$ cat config.mk
export PLATFORM = sky130hd
export DESIGN_NAME = seq_ctrl_flat
export DESIGN_NICKNAME = d
export VERILOG_FILES = /design/src/rtl/seq_ctrl_if.sv /design/src/rtl/seq_ctrl.sv /design/src/flat_wrapper.sv
export SDC_FILE = /design/constraint.sdc
export NUM_CORES = 1
export LEC_CHECK = 0
export ABC_AREA = 1
export CAP_MARGIN = 0
export CORE_MARGIN = 2
export CORE_UTILIZATION = 51
export CTS_BUF_LIST = sky130_fd_sc_hd__clkbuf_16
export CTS_CLUSTER_DIAMETER = 50
export DETAILED_ROUTE_END_ITERATION = 16
export PLACE_DENSITY = 0.79
export SYNTH_ARGS = -nofsm -noshare
export SYNTH_HDL_FRONTEND = slang
export SYNTH_SLANG_ARGS = --single-unit
$ cat constraint.sdc
create_clock -name clk -period 4.9 [get_ports clk]
set_clock_uncertainty 0.05 [all_clocks]
set_input_delay 0.49 -clock clk [delete_from_list [all_inputs] [get_ports clk]]
set_output_delay 0.49 -clock clk [all_outputs]
set_load 0.03 [all_outputs]
$ cat src/rtl/seq_ctrl_if.sv
// Signal bundle between the front panel / datapath and the seq_ctrl sequencer.
// The master drives the requests and handshakes, and the slave (the sequencer) drives state and strobes.
interface seq_ctrl_if #(
   parameter int OCW = 3
);
   logic           run;
   logic           hlt;
   logic           kp;
   logic           step;
   logic           mrdy;
   logic [2:0]     q;
   logic [OCW-1:0] opcnt;
   logic           s_opc;
   logic           s_opl;
   logic           s_exe;
   logic           s_ld;
   logic           retire;
   logic           err;
   logic           busy;

   modport master (
      output run, hlt, kp, step, mrdy,
      input  q, opcnt, s_opc, s_opl, s_exe, s_ld, retire, err, busy
   );

   modport slave (
      input  run, hlt, kp, step, mrdy,
      output q, opcnt, s_opc, s_opl, s_exe, s_ld, retire, err, busy
   );
endinterface

$ cat src/rtl/seq_ctrl.sv
// Five-state CPU control sequencer (IDLE/OPCFT/OPLFT/EXE/LOAD) with multi-word operand fetch,
// a memory-ready wait handshake, single-step mode, a LOAD timeout with a sticky error flag, and a retire pulse.
module seq_ctrl #(
   parameter int NOPL = 1,
   parameter int TMO  = 16,
   parameter int OCW  = 3,
   parameter int TCW  = 5
) (
   input logic       clk,
   input logic       rst_n,
   seq_ctrl_if.slave bus
);

   typedef enum logic [2:0] {
      IDLE  = 3'd0,
      OPCFT = 3'd1,
      OPLFT = 3'd2,
      EXE   = 3'd3,
      LOAD  = 3'd4
   } state_t;

   // The state register is a plain vector so that encodings 5..7 stay representable and recover to IDLE.
   logic [2:0]     q_r;
   logic [OCW-1:0] opcnt_r;
   logic [TCW-1:0] tcnt_r;
   logic           err_r;
   logic           retire_r;
   logic           opl_last;
   logic           tmo_hit;

   assign opl_last = (opcnt_r == OCW'(NOPL - 1));
   assign tmo_hit  = (TMO != 0) && (tcnt_r == TCW'(TMO - 1));

   always_ff @(posedge clk or negedge rst_n) begin
      if (!rst_n) begin
         q_r      <= IDLE;
         opcnt_r  <= '0;
         tcnt_r   <= '0;
         err_r    <= 1'b0;
         retire_r <= 1'b0;
      end else begin
         retire_r <= 1'b0;
         case (q_r)
            IDLE: begin
               if (bus.run) begin
                  q_r   <= OPCFT;
                  err_r <= 1'b0;
               end
            end
            OPCFT: begin
               if (bus.mrdy) begin
                  q_r     <= OPLFT;
                  opcnt_r <= '0;
               end
            end
            OPLFT: begin
               if (bus.mrdy) begin
                  if (opl_last) begin
                     q_r     <= EXE;
                     opcnt_r <= '0;
                  end else begin
                     opcnt_r <= opcnt_r + OCW'(1);
                  end
               end
            end
            EXE: begin
               if (bus.hlt) begin
                  q_r <= IDLE;
               end else if (bus.kp) begin
                  q_r    <= LOAD;
                  tcnt_r <= '0;
               end else begin
                  q_r      <= bus.step ? IDLE : OPCFT;
                  retire_r <= 1'b1;
               end
            end
            LOAD: begin
               // A timeout abandons the instruction, so it raises err but never retire.
               if (!bus.kp) begin
                  q_r      <= bus.step ? IDLE : OPCFT;
                  retire_r <= 1'b1;
               end else if (tmo_hit) begin
                  q_r   <= IDLE;
                  err_r <= 1'b1;
               end else begin
                  tcnt_r <= tcnt_r + TCW'(1);
               end
            end
            default: q_r <= IDLE;
         endcase
      end
   end

   assign bus.q      = q_r;
   assign bus.opcnt  = opcnt_r;
   assign bus.s_opc  = (q_r == OPCFT);
   assign bus.s_opl  = (q_r == OPLFT);
   assign bus.s_exe  = (q_r == EXE);
   assign bus.s_ld   = (q_r == LOAD);
   assign bus.busy   = (q_r != IDLE);
   assign bus.retire = retire_r;
   assign bus.err    = err_r;

endmodule

$ cat src/flat_wrapper.sv
// flat-port wrapper written by rule: the top's interface ports become plain ports
module seq_ctrl_flat 
#(
   parameter int NOPL = 1,
   parameter int TMO  = 16,
   parameter int OCW  = 3,
   parameter int TCW  = 5
)
  (clk, rst_n, bus_run, bus_hlt, bus_kp, bus_step, bus_mrdy, bus_q, bus_opcnt, bus_s_opc, bus_s_opl, bus_s_exe, bus_s_ld, bus_retire, bus_err, bus_busy);
  seq_ctrl_if #(.OCW(OCW)) bus_i ();
  input logic clk;
  input logic rst_n;
  input wire logic [$bits(bus_i.run)-1:0] bus_run;
  input wire logic [$bits(bus_i.hlt)-1:0] bus_hlt;
  input wire logic [$bits(bus_i.kp)-1:0] bus_kp;
  input wire logic [$bits(bus_i.step)-1:0] bus_step;
  input wire logic [$bits(bus_i.mrdy)-1:0] bus_mrdy;
  output wire logic [$bits(bus_i.q)-1:0] bus_q;
  output wire logic [$bits(bus_i.opcnt)-1:0] bus_opcnt;
  output wire logic [$bits(bus_i.s_opc)-1:0] bus_s_opc;
  output wire logic [$bits(bus_i.s_opl)-1:0] bus_s_opl;
  output wire logic [$bits(bus_i.s_exe)-1:0] bus_s_exe;
  output wire logic [$bits(bus_i.s_ld)-1:0] bus_s_ld;
  output wire logic [$bits(bus_i.retire)-1:0] bus_retire;
  output wire logic [$bits(bus_i.err)-1:0] bus_err;
  output wire logic [$bits(bus_i.busy)-1:0] bus_busy;
  assign bus_i.run = bus_run;
  assign bus_i.hlt = bus_hlt;
  assign bus_i.kp = bus_kp;
  assign bus_i.step = bus_step;
  assign bus_i.mrdy = bus_mrdy;
  assign bus_q = bus_i.q;
  assign bus_opcnt = bus_i.opcnt;
  assign bus_s_opc = bus_i.s_opc;
  assign bus_s_opl = bus_i.s_opl;
  assign bus_s_exe = bus_i.s_exe;
  assign bus_s_ld = bus_i.s_ld;
  assign bus_retire = bus_i.retire;
  assign bus_err = bus_i.err;
  assign bus_busy = bus_i.busy;
  seq_ctrl #(.NOPL(NOPL), .TMO(TMO), .OCW(OCW), .TCW(TCW)) u_core (.clk(clk), .rst_n(rst_n), .bus(bus_i));
endmodule
==> impl_metrics.ini, run 1 <==
[timing]
fmax_ghz = 0.418
rsz0062_at_grt = false
fin_tns_setup_ns = 0
worstMarginPinSlew_ns = 0.599
drv_slew = 0
setup_violations = 0
fin_crit_sh_pct = 48.8
relSlewSlack_pct = 60.0
final_hold_viol_count = 0
min_period_ns = 2.39
fin_ws_ns = 2.51
worst_hold_slack_ns = 0.440

[clocking]
clock-root-buffer = clkbuf_16
clk_pin_slew_ns = 0.04
cts_max_level = 1
worst_skew_pair.late_latency_ns = 0.24
cts_buffers = 3
post_cts_resized = 0
ctsHoldBuffers = 0
postCtsSetupBuffers = 0
cts.sinks = 13
cts_tree = built
clock_path_buffers = 2

[yosys]
syn_avg_cell_area_um2 = 7.78
yosys.area.top_type = dfrtp_1
netlist_top_cells_area = dfrtp_1, nand2_1, nand3_1, inv_1, ha_1
synth_top_area_share_pct = 39.5
syn_inst = 106
syn_nets = 117
synth_seq_cells = 13
synthDistinctLibCells = 22
yosys_warnings = 0
seq_area_frac_synth_pct = 39.5
syn_area_um2 = 825

[place]
numPortBuffers = 19
placedCellCount = 141
placed_area_um2 = 1030
dp_slack_ns = 2.78
post-dp-hpwl_mm = 1.37
gp_congestion = 0.807

[grt]
grt_pass1_vias = 795
grt_usage_pct = 22.9
grt_start_max_net_pins = 14
grt_remaining_overflow = 0
antenna_found_initial = 0
grt_pass1_wl_mm = 3.25

[outcome]
status = finished clean

[detailed_routing]
vias_per_cell = 5.35
ant_nets = 0
dr_total_vias = 776
drt-pass1-iter-count = 4
post_drt_wl_per_cell_um = 12.9
drtIter0Drc = 14
wl_mm = 1.88
wl_met2_um = 953
drc = 0
highest_layer = met4
met1_length_um = 792
met3WireLength_um = 87

[final_layout]
fin_area_um2 = 1110
drive_above_1_share_pct = 11.6
utilization_pct = 74.0
finalNonFillerCells = 145
fillerInstances = 124
nNetsFinal = 141
syn_to_final_growth_pct = 35.2
insertedDiodeCount = 0

[floorplan]
die_h_um = 44.2
die_x_um = 44.2
initial_core_util_pct = 54.7
die_area_um2 = 1950
coreArea_um2 = 1510
io_pins = 20
placementRows = 14

[worst_setup_path]
crit_chain = nor2_1 > nand2_1 > inv_1 > clkdlybuf4s50_1
max_stage_delay_ns = 0.68
cp_slowest_cell = clkdlybuf4s50_1
critPathCaptureType = primary output
cp.arrival_ns = 1.85
crit_path_start_kind = flop
worst-path-max-fanout = 7
timing.critical_path.required_ns = 4.36
crit_type = flop to primary output

[power_and_ir_drop]
vdd_drop_max_mv = 0.403
power_density_nw_per_um2 = 590
p_leak_nw = 0.582
power.total_mw = 0.658

[min_path]
holdCritPathClass = flop to flop

[run]
cap_violations = 0
[worst max-delay path, delay by kind of cell, from the launching register on]
| kind | cells | cell delay (ns) |
|---|---|---|
| buffers and inverters | 2 | 0.81 |
| flip-flops | 1 | 0.46 |
| AND/OR/NAND/NOR | 2 | 0.34 |
[layout by cell type, fill, tap and decap left out, types with 2 or more instances in the layout]
cell,instances
a21oi_1,2
clkbuf_16,3
clkdlybuf4s50_1,19
dfrtp_1,13
ha_1,4
inv_1,15
nand2_1,25
nand2_2,2
nand2_4,3
nand3_1,14
nand4_1,2
nor2_1,11
o21ai_0,4
[where the power goes]
group          total (mW)  switching [mW]  internal [mW]
registers           0.175          0.0367          0.138
logic               0.328           0.206          0.122
clock network       0.155          0.0468          0.109
[cell type report]
type                    instances  area, µm²  area share (%)
inverters                      16       60.1            5.39
well taps                      16       20.0            1.80
multi-input cells              77        439            39.4
repair buffers                 19        190            17.1
clock inverters                 1       5.00           0.449
flip-flops and latches         13        325            29.2
clock buffers                   3       75.1            6.73
[state kept, by name (all words and copies together), names as in the netlist]
register	count
u_core.tcnt_r	5
u_core.bus.opcnt	3
u_core.bus.q	3
u_core.bus.err	1
u_core.bus.retire	1
[logic make-up (layout without fill, tap and decap cells)]
logic type | count (synthesis) | after routing | share of synthesized area [%]
flops | 13 | 13 | 39.5
compound gates | 10 | 10 | 7.59
simple gates | 62 | 62 | 38.4
buf+inv | 16 | 39 | 7.28
mux | 1 | 1 | 1.21
fa+ha+maj | 4 | 4 | 6.07
[cell usage after synthesis]
library cell	n
o21ai_2	1
o21ai_0	4
o21bai_1	1
a21oi_1	2
ha_1	4
nor3b_1	1
nor2_4	1
mux2i_1	1
nand3_1	14
a21oi_2	1
or2_2	1
nand3b_1	1
nand4_1	2
nand2_1	25
dfrtp_1	13
nand2_4	3
o21a_1	1
nor2_1	11
inv_1	15
nand2_2	2
nor2_8	1
inv_2	1
[layer usage]
metal,track usage (%),up-vias
li1,-,387
met1,25.7,363
met2,40.0,19
met3,4.90,7
met4,12.7,0
met5,0,-
[worst paths after layout]
kind | cells after the start | slack [ns] | endpoint | startpoint
worst min-delay path | 1 | 0.44 | u_core.bus.err$_DFFE_PN0P_ | u_core.bus.err$_DFFE_PN0P_
worst max register to register | 10 | 3.15 | u_core.bus.q[0]$_DFFE_PN0P_ | u_core.tcnt_r[0]$_DFFE_PN0P_
worst min register to register | 1 | 0.44 | u_core.bus.err$_DFFE_PN0P_ | u_core.bus.err$_DFFE_PN0P_
min in group asynchronous | 1 | 0.58 | u_core.tcnt_r[1]$_DFFE_PN0P_ | rst_n
worst max-delay path | 4 | 2.51 | bus_s_opl | u_core.bus.q[2]$_DFFE_PN0P_
max in group asynchronous | 1 | 3.83 | u_core.bus.err$_DFFE_PN0P_ | rst_n
Note: power is estimated with default switching activity, not from simulation.
==> run 2: changes to the inputs <==
--- a/config.mk
+++ b/config.mk
@@ -8,11 +8,11 @@
 export ABC_AREA = 1
 export CAP_MARGIN = 0
 export CORE_MARGIN = 2
-export CORE_UTILIZATION = 51
+export CORE_UTILIZATION = 43
 export CTS_BUF_LIST = sky130_fd_sc_hd__clkbuf_16
 export CTS_CLUSTER_DIAMETER = 50
 export DETAILED_ROUTE_END_ITERATION = 16
-export PLACE_DENSITY = 0.79
+export PLACE_DENSITY = 0.71
 export SYNTH_ARGS = -nofsm -noshare
 export SYNTH_HDL_FRONTEND = slang
 export SYNTH_SLANG_ARGS = --single-unit
==> constraint.sdc (replaced) <==
create_clock -name clk -period 2.2 [get_ports clk]
set_clock_uncertainty 0.05 [all_clocks]
set_input_delay 0.22 -clock clk [delete_from_list [all_inputs] [get_ports clk]]
set_output_delay 0.22 -clock clk [all_outputs]
set_load 0.03 [all_outputs]
==> impl_metrics.ini, run 2 (synthesis results as in run 1) <==
[final_layout]
largest_register_ffs = 5
finalNonFillerCells = 154
insertedDiodeCount = 0
layout_commonest_cell = nand2_1
top_register = u_core.tcnt_r
syn_to_final_growth_pct = 36.7
nNetsFinal = 141
final_cell_mix = nand2_1, clkdlybuf4s50_1, inv_1
drive_above_1_share_pct = 10.9

[grt]
grt_remaining_overflow = 0
grt_start_max_net_pins = 14
antenna_found_initial = 0
grt_pass1_wl_mm = 2.77
grt_pass1_vias = 659
grt_usage_pct = 17.8

[detailed_routing]
met3WireLength_um = 50
ant_nets = 0
dr_total_vias = 746
wl_mm = 1.70
wl_met2_um = 817
drc = 0
drt-pass1-iter-count = 4
vias_per_cell = 4.84
highest_layer = met4
post_drt_wl_per_cell_um = 11.0
met1_length_um = 810
drtIter0Drc = 10

[worst_setup_path]
critPathLaunch = u_core.bus.q[1]$_DFFE_PN0P_
cp_top_family = buffers and inverters
crit_type = flop to primary output
timing.critical_path.required_ns = 1.93
path_buf_inv = 2
crit_chain = nor2_4 > nand2_4 > inv_1 > clkdlybuf4s50_1
max_stage_delay_ns = 0.67
cp.arrival_ns = 1.82
cp_slowest_cell = clkdlybuf4s50_1
crit_path_start_kind = flop
r2r_slack_ns = 0.45
worst-path-max-fanout = 8
r2r_start = u_core.tcnt_r[0]$_DFFE_PN0P_
critPathCaptureType = primary output

[clocking]
clock-root-buffer = clkbuf_16
clk_pin_slew_ns = 0.04
cts_tree = built
ctsHoldBuffers = 0
clock_path_buffers = 2
worst_skew_pair.late_latency_ns = 0.24
cts.sinks = 13
cts_buffers = 3
cts_max_level = 1

[run]
cap_violations = 0

[floorplan]
io_pins = 20
coreArea_um2 = 1760
die_h_um = 47.8
placementRows = 15
die_area_um2 = 2280
die_x_um = 47.8
initial_core_util_pct = 46.7

[power_and_ir_drop]
vdd_drop_max_mv = 0.889
p_switching_mw = 0.620
power_density_nw_per_um2 = 1280
seqPwrFrac_pct = 27.0
p_leak_nw = 0.599
swShare_pct = 43.2
p_int_mw = 0.817
comb_power_share_pct = 49.9
power_frac_clock_pct = 23.2

[timing]
drv_slew = 0
setup_violations = 0
fmax_ghz = 0.478
worstMarginPinSlew_ns = 0.592
fin_tns_setup_ns = 0
final_hold_viol_count = 0
fin_crit_sh_pct = 95.1
relSlewSlack_pct = 60.4
rsz0062_at_grt = false
min_period_ns = 2.09

[place]
numPortBuffers = 19
gp_congestion = 0.839
post-dp-hpwl_mm = 1.29
placedCellCount = 150

[outcome]
status = finished clean

[min_path]
holdCritPathClass = primary input to asynchronous set/reset pin
-- run 2: cell types whose count changed in the layout (fill, tap and decap cells not counted), sizes merged --
cell / before / now
clkdlybuf4s50: 19 / 18
clkinv: 1 / 0
dlymetal6s2s: 0 / 1
inv: 16 / 17
-- run 2: area by class of cell --
cell class                 count  area (µm²)
clock buffer                   3        75.1
clock inverter                 1        3.75
fill                         170         637
inverter                      16        60.1
multi-input combinational     77         439
sequential                    13         325
tap                           25        31.3
timing repair buffer          19         193
-- run 2: repair_timing --
item | CTS | global route
gates resized for setup | 0 | 1
endpoints found under the setup margin | 0 | 1
buffers inserted | 0 | 0
-- run 2: stage by stage --
stage          util (%)  hold slack [ns]  power [mW]  worst slack (ns)  area [µm²]
6_report           63.9            0.310        1.44             0.108        1130
5_1_grt            63.9            0.360        1.54            0.0473        1130
4_1_cts            63.8            0.337        1.45            0.0965        1120
3_5_place_dp       59.3            0.440        1.11             0.364        1050
3_3_place_gp       59.3            0.432        1.10             0.377        1050
2_1_floorplan         -           -0.126       0.866             0.643         825
-- run 2: worst paths after layout --
path	to	cells after the start
min reg2reg	u_core.bus.err$_DFFE_PN0P_	1
min	u_core.bus.err$_DFFE_PN0P_	1
max	bus_s_ld	4
min in group clk	u_core.bus.err$_DFFE_PN0P_	1
max in group asynchronous	u_core.tcnt_r[4]$_DFFE_PN0P_	1
max reg2reg	u_core.bus.q[0]$_DFFE_PN0P_	10
-- run 2: power groups by stage --
stage          logic [mW]  clock network (mW)  registers (mW)
6_report            0.717               0.333           0.388
4_1_cts             0.723               0.340           0.389
5_1_grt             0.787               0.353           0.402
2_1_floorplan       0.403                   0           0.463
3_3_place_gp        0.714                   0           0.387
3_5_place_dp        0.716                   0           0.391
-- run 2: routing by layer --
metal | track usage, % | vias up
li1 | - | 387
met4 | 11.4 | 0
met1 | 22.8 | 348
met2 | 28.5 | 9
met5 | 0 | -
met3 | 1.51 | 2
-- run 2: worst register-to-register path, stage by stage (launching register included) --
cell and delay, ns:
dfrtp_1 0.41, ha_1 0.24, nand2_1 0.10, nor2_1 0.05, ha_1 0.21, nor2_1 0.20
nand3_1 0.13, nand2_1 0.09, inv_1 0.05, nand3_1 0.07, nand2_1 0.05
==> run 3: changes to the inputs <==
--- a/config.mk
+++ b/config.mk
@@ -8,11 +8,11 @@
 export ABC_AREA = 1
 export CAP_MARGIN = 0
 export CORE_MARGIN = 2
-export CORE_UTILIZATION = 43
+export CORE_UTILIZATION = 47
 export CTS_BUF_LIST = sky130_fd_sc_hd__clkbuf_16
 export CTS_CLUSTER_DIAMETER = 50
 export DETAILED_ROUTE_END_ITERATION = 16
-export PLACE_DENSITY = 0.71
+export PLACE_DENSITY = 0.73
 export SYNTH_ARGS = -nofsm -noshare
 export SYNTH_HDL_FRONTEND = slang
 export SYNTH_SLANG_ARGS = --single-unit
==> constraint.sdc (replaced) <==
create_clock -name clk -period 2 [get_ports clk]
set_clock_uncertainty 0.05 [all_clocks]
set_input_delay 0.2 -clock clk [delete_from_list [all_inputs] [get_ports clk]]
set_output_delay 0.2 -clock clk [all_outputs]
set_load 0.03 [all_outputs]
==> impl_metrics.ini, run 3 (synthesis results as in run 1) <==
[timing]
relSlewSlack_pct = 59.9
final_hold_viol_count = 0
fin_tns_setup_ns = 0
worstMarginPinSlew_ns = 0.600
min_period_ns = 1.90
drv_slew = 0
rsz0062_at_grt = false
fin_ws_ns = 0.101
fin_crit_sh_pct = 94.9
fmax_ghz = 0.527
setup_violations = 0
worst_hold_slack_ns = 0.291

[power_and_ir_drop]
p_switching_mw = 0.689
swShare_pct = 43.5
seqPwrFrac_pct = 26.8
comb_power_share_pct = 50.0
p_leak_nw = 0.627
power.total_mw = 1.58
p_int_mw = 0.894
power_density_nw_per_um2 = 1410
vdd_drop_max_mv = 0.902
power_frac_clock_pct = 23.2

[outcome]
status = finished clean

[place]
placedCellCount = 143
gp_congestion = 0.910
numPortBuffers = 19
post-dp-hpwl_mm = 1.28
dp_slack_ns = 0.183

[floorplan]
io_pins = 20
placementRows = 15
coreArea_um2 = 1690
initial_core_util_pct = 48.8
die_area_um2 = 2110
die_h_um = 45.9
die_x_um = 45.9

[final_layout]
largest_register_ffs = 5
layout_commonest_cell = nand2_1
finalNonFillerCells = 147
nNetsFinal = 142
syn_to_final_growth_pct = 36.4
insertedDiodeCount = 0
top_register = u_core.tcnt_r
drive_above_1_share_pct = 11.5
final_cell_mix = nand2_1, inv_1, clkdlybuf4s50_1

[clocking]
clock_path_buffers = 2
clk_pin_slew_ns = 0.05
worst_skew_pair.late_latency_ns = 0.24
cts_buffers = 3
cts_max_level = 1
cts.sinks = 13
cts_tree = built
clock-root-buffer = clkbuf_16

[detailed_routing]
vias_per_cell = 4.93
ant_nets = 0
dr_total_vias = 725
drc = 0
drt-pass1-iter-count = 4
post_drt_wl_per_cell_um = 11.7
wl_mm = 1.72
drtIter0Drc = 13

[worst_setup_path]
crit_type = flop to primary output
reg2regPathDepth = 10
worst-path-max-fanout = 8
cp.arrival_ns = 1.65
cp_top_family = buffers and inverters
crit_path_start_kind = flop
cp_slowest_cell = clkdlybuf4s50_1
r2r-end = u_core.bus.q[0]$_DFFE_PN0P_
r2r_slack_ns = 0.28
critPathCaptureType = primary output
r2r_start = u_core.tcnt_r[0]$_DFFE_PN0P_
crit_chain = nor2_4 > nand2_1 > clkdlybuf4s50_1
timing.critical_path.required_ns = 1.75
path_buf_inv = 1
max_stage_delay_ns = 0.60

[grt]
grt_usage_pct = 18.4
grt_remaining_overflow = 0
antenna_found_initial = 0
grt_pass1_vias = 659
grt_start_max_net_pins = 14
grt_pass1_wl_mm = 2.77

[run]
cap_violations = 0

[min_path]
holdCritPathClass = primary input to asynchronous set/reset pin
run 3: cell types whose count changed in the layout (fill, tap and decap cells not counted):
cell             delta
clkdlybuf4s50_1     -3
dlygate4sd2_1       +2
buf_4               +1
dlymetal6s2s_1      +1
run 3: cell type report:
type,instances,area (µm²)
Clock buffer,3,75.1
Clock inverter,1,3.75
Fill cell,142,564
Inverter,16,60.1
Multi-Input combinational cell,77,439
Sequential cell,13,325
Tap cell,17,21.3
Timing Repair Buffer,20,200
run 3: power by group through the flow:
| stage | Sequential (mW) | Clock, mW | Combinational, mW |
|---|---|---|---|
| 2_1_floorplan | 0.509 | 0 | 0.443 |
| 3_3_place_gp | 0.421 | 0 | 0.801 |
| 3_5_place_dp | 0.425 | 0 | 0.801 |
| 4_1_cts | 0.424 | 0.380 | 0.800 |
| 5_1_grt | 0.436 | 0.396 | 0.868 |
| 6_report | 0.424 | 0.368 | 0.791 |
run 3: metrics by stage:
stage	cell area, µm²	util (%)
2_1_floorplan	825	-
3_3_place_gp	1040	61.8
3_5_place_dp	1040	61.8
4_1_cts	1120	66.3
5_1_grt	1120	66.6
6_report	1120	66.6
run 3: worst reg2reg max path: cells and delay by family, from the launching register on:
| family | cells | cell delay (ns) |
|---|---|---|
| AND/OR/NAND/NOR | 7 | 0.67 |
| adder cells (fa/ha/maj) | 2 | 0.44 |
| flip-flops | 1 | 0.42 |
| buffers and inverters | 1 | 0.05 |
run 3: per-layer routing:
layer  up-vias  share of wire [%]  track usage (%)
li1        389                  -                -
met1       318                 47             24.0
met2        16                 49             29.2
met3         2                4.3             4.37
met4         0               0.58             6.86
met5         -                  0                0
run 3: how the worst max path moves through the flow:
stage / slack (ns) / depth (start not counted) / start / end
after floorplan: 0.44 / 10 / u_core.tcnt_r[0]$_DFFE_PN0P_ / u_core.bus.q[0]$_DFFE_PN0P_
after global placement: 0.21 / 4 / u_core.bus.q[0]$_DFFE_PN0P_ / bus_s_opl
after detailed placement: 0.18 / 4 / u_core.bus.q[0]$_DFFE_PN0P_ / bus_s_opl
after CTS: 0.04 / 3 / u_core.bus.q[1]$_DFFE_PN0P_ / bus_s_exe
after global routing: 0.06 / 3 / u_core.bus.q[1]$_DFFE_PN0P_ / bus_busy
final: 0.10 / 3 / u_core.bus.q[1]$_DFFE_PN0P_ / bus_busy
run 3: repair_timing:
item	in CTS	in global routing
gates resized for setup	2	2
hold buffers	0	0
endpoints found under the hold margin	0	0
setup buffers	0	0
endpoints found under the setup margin	2	2
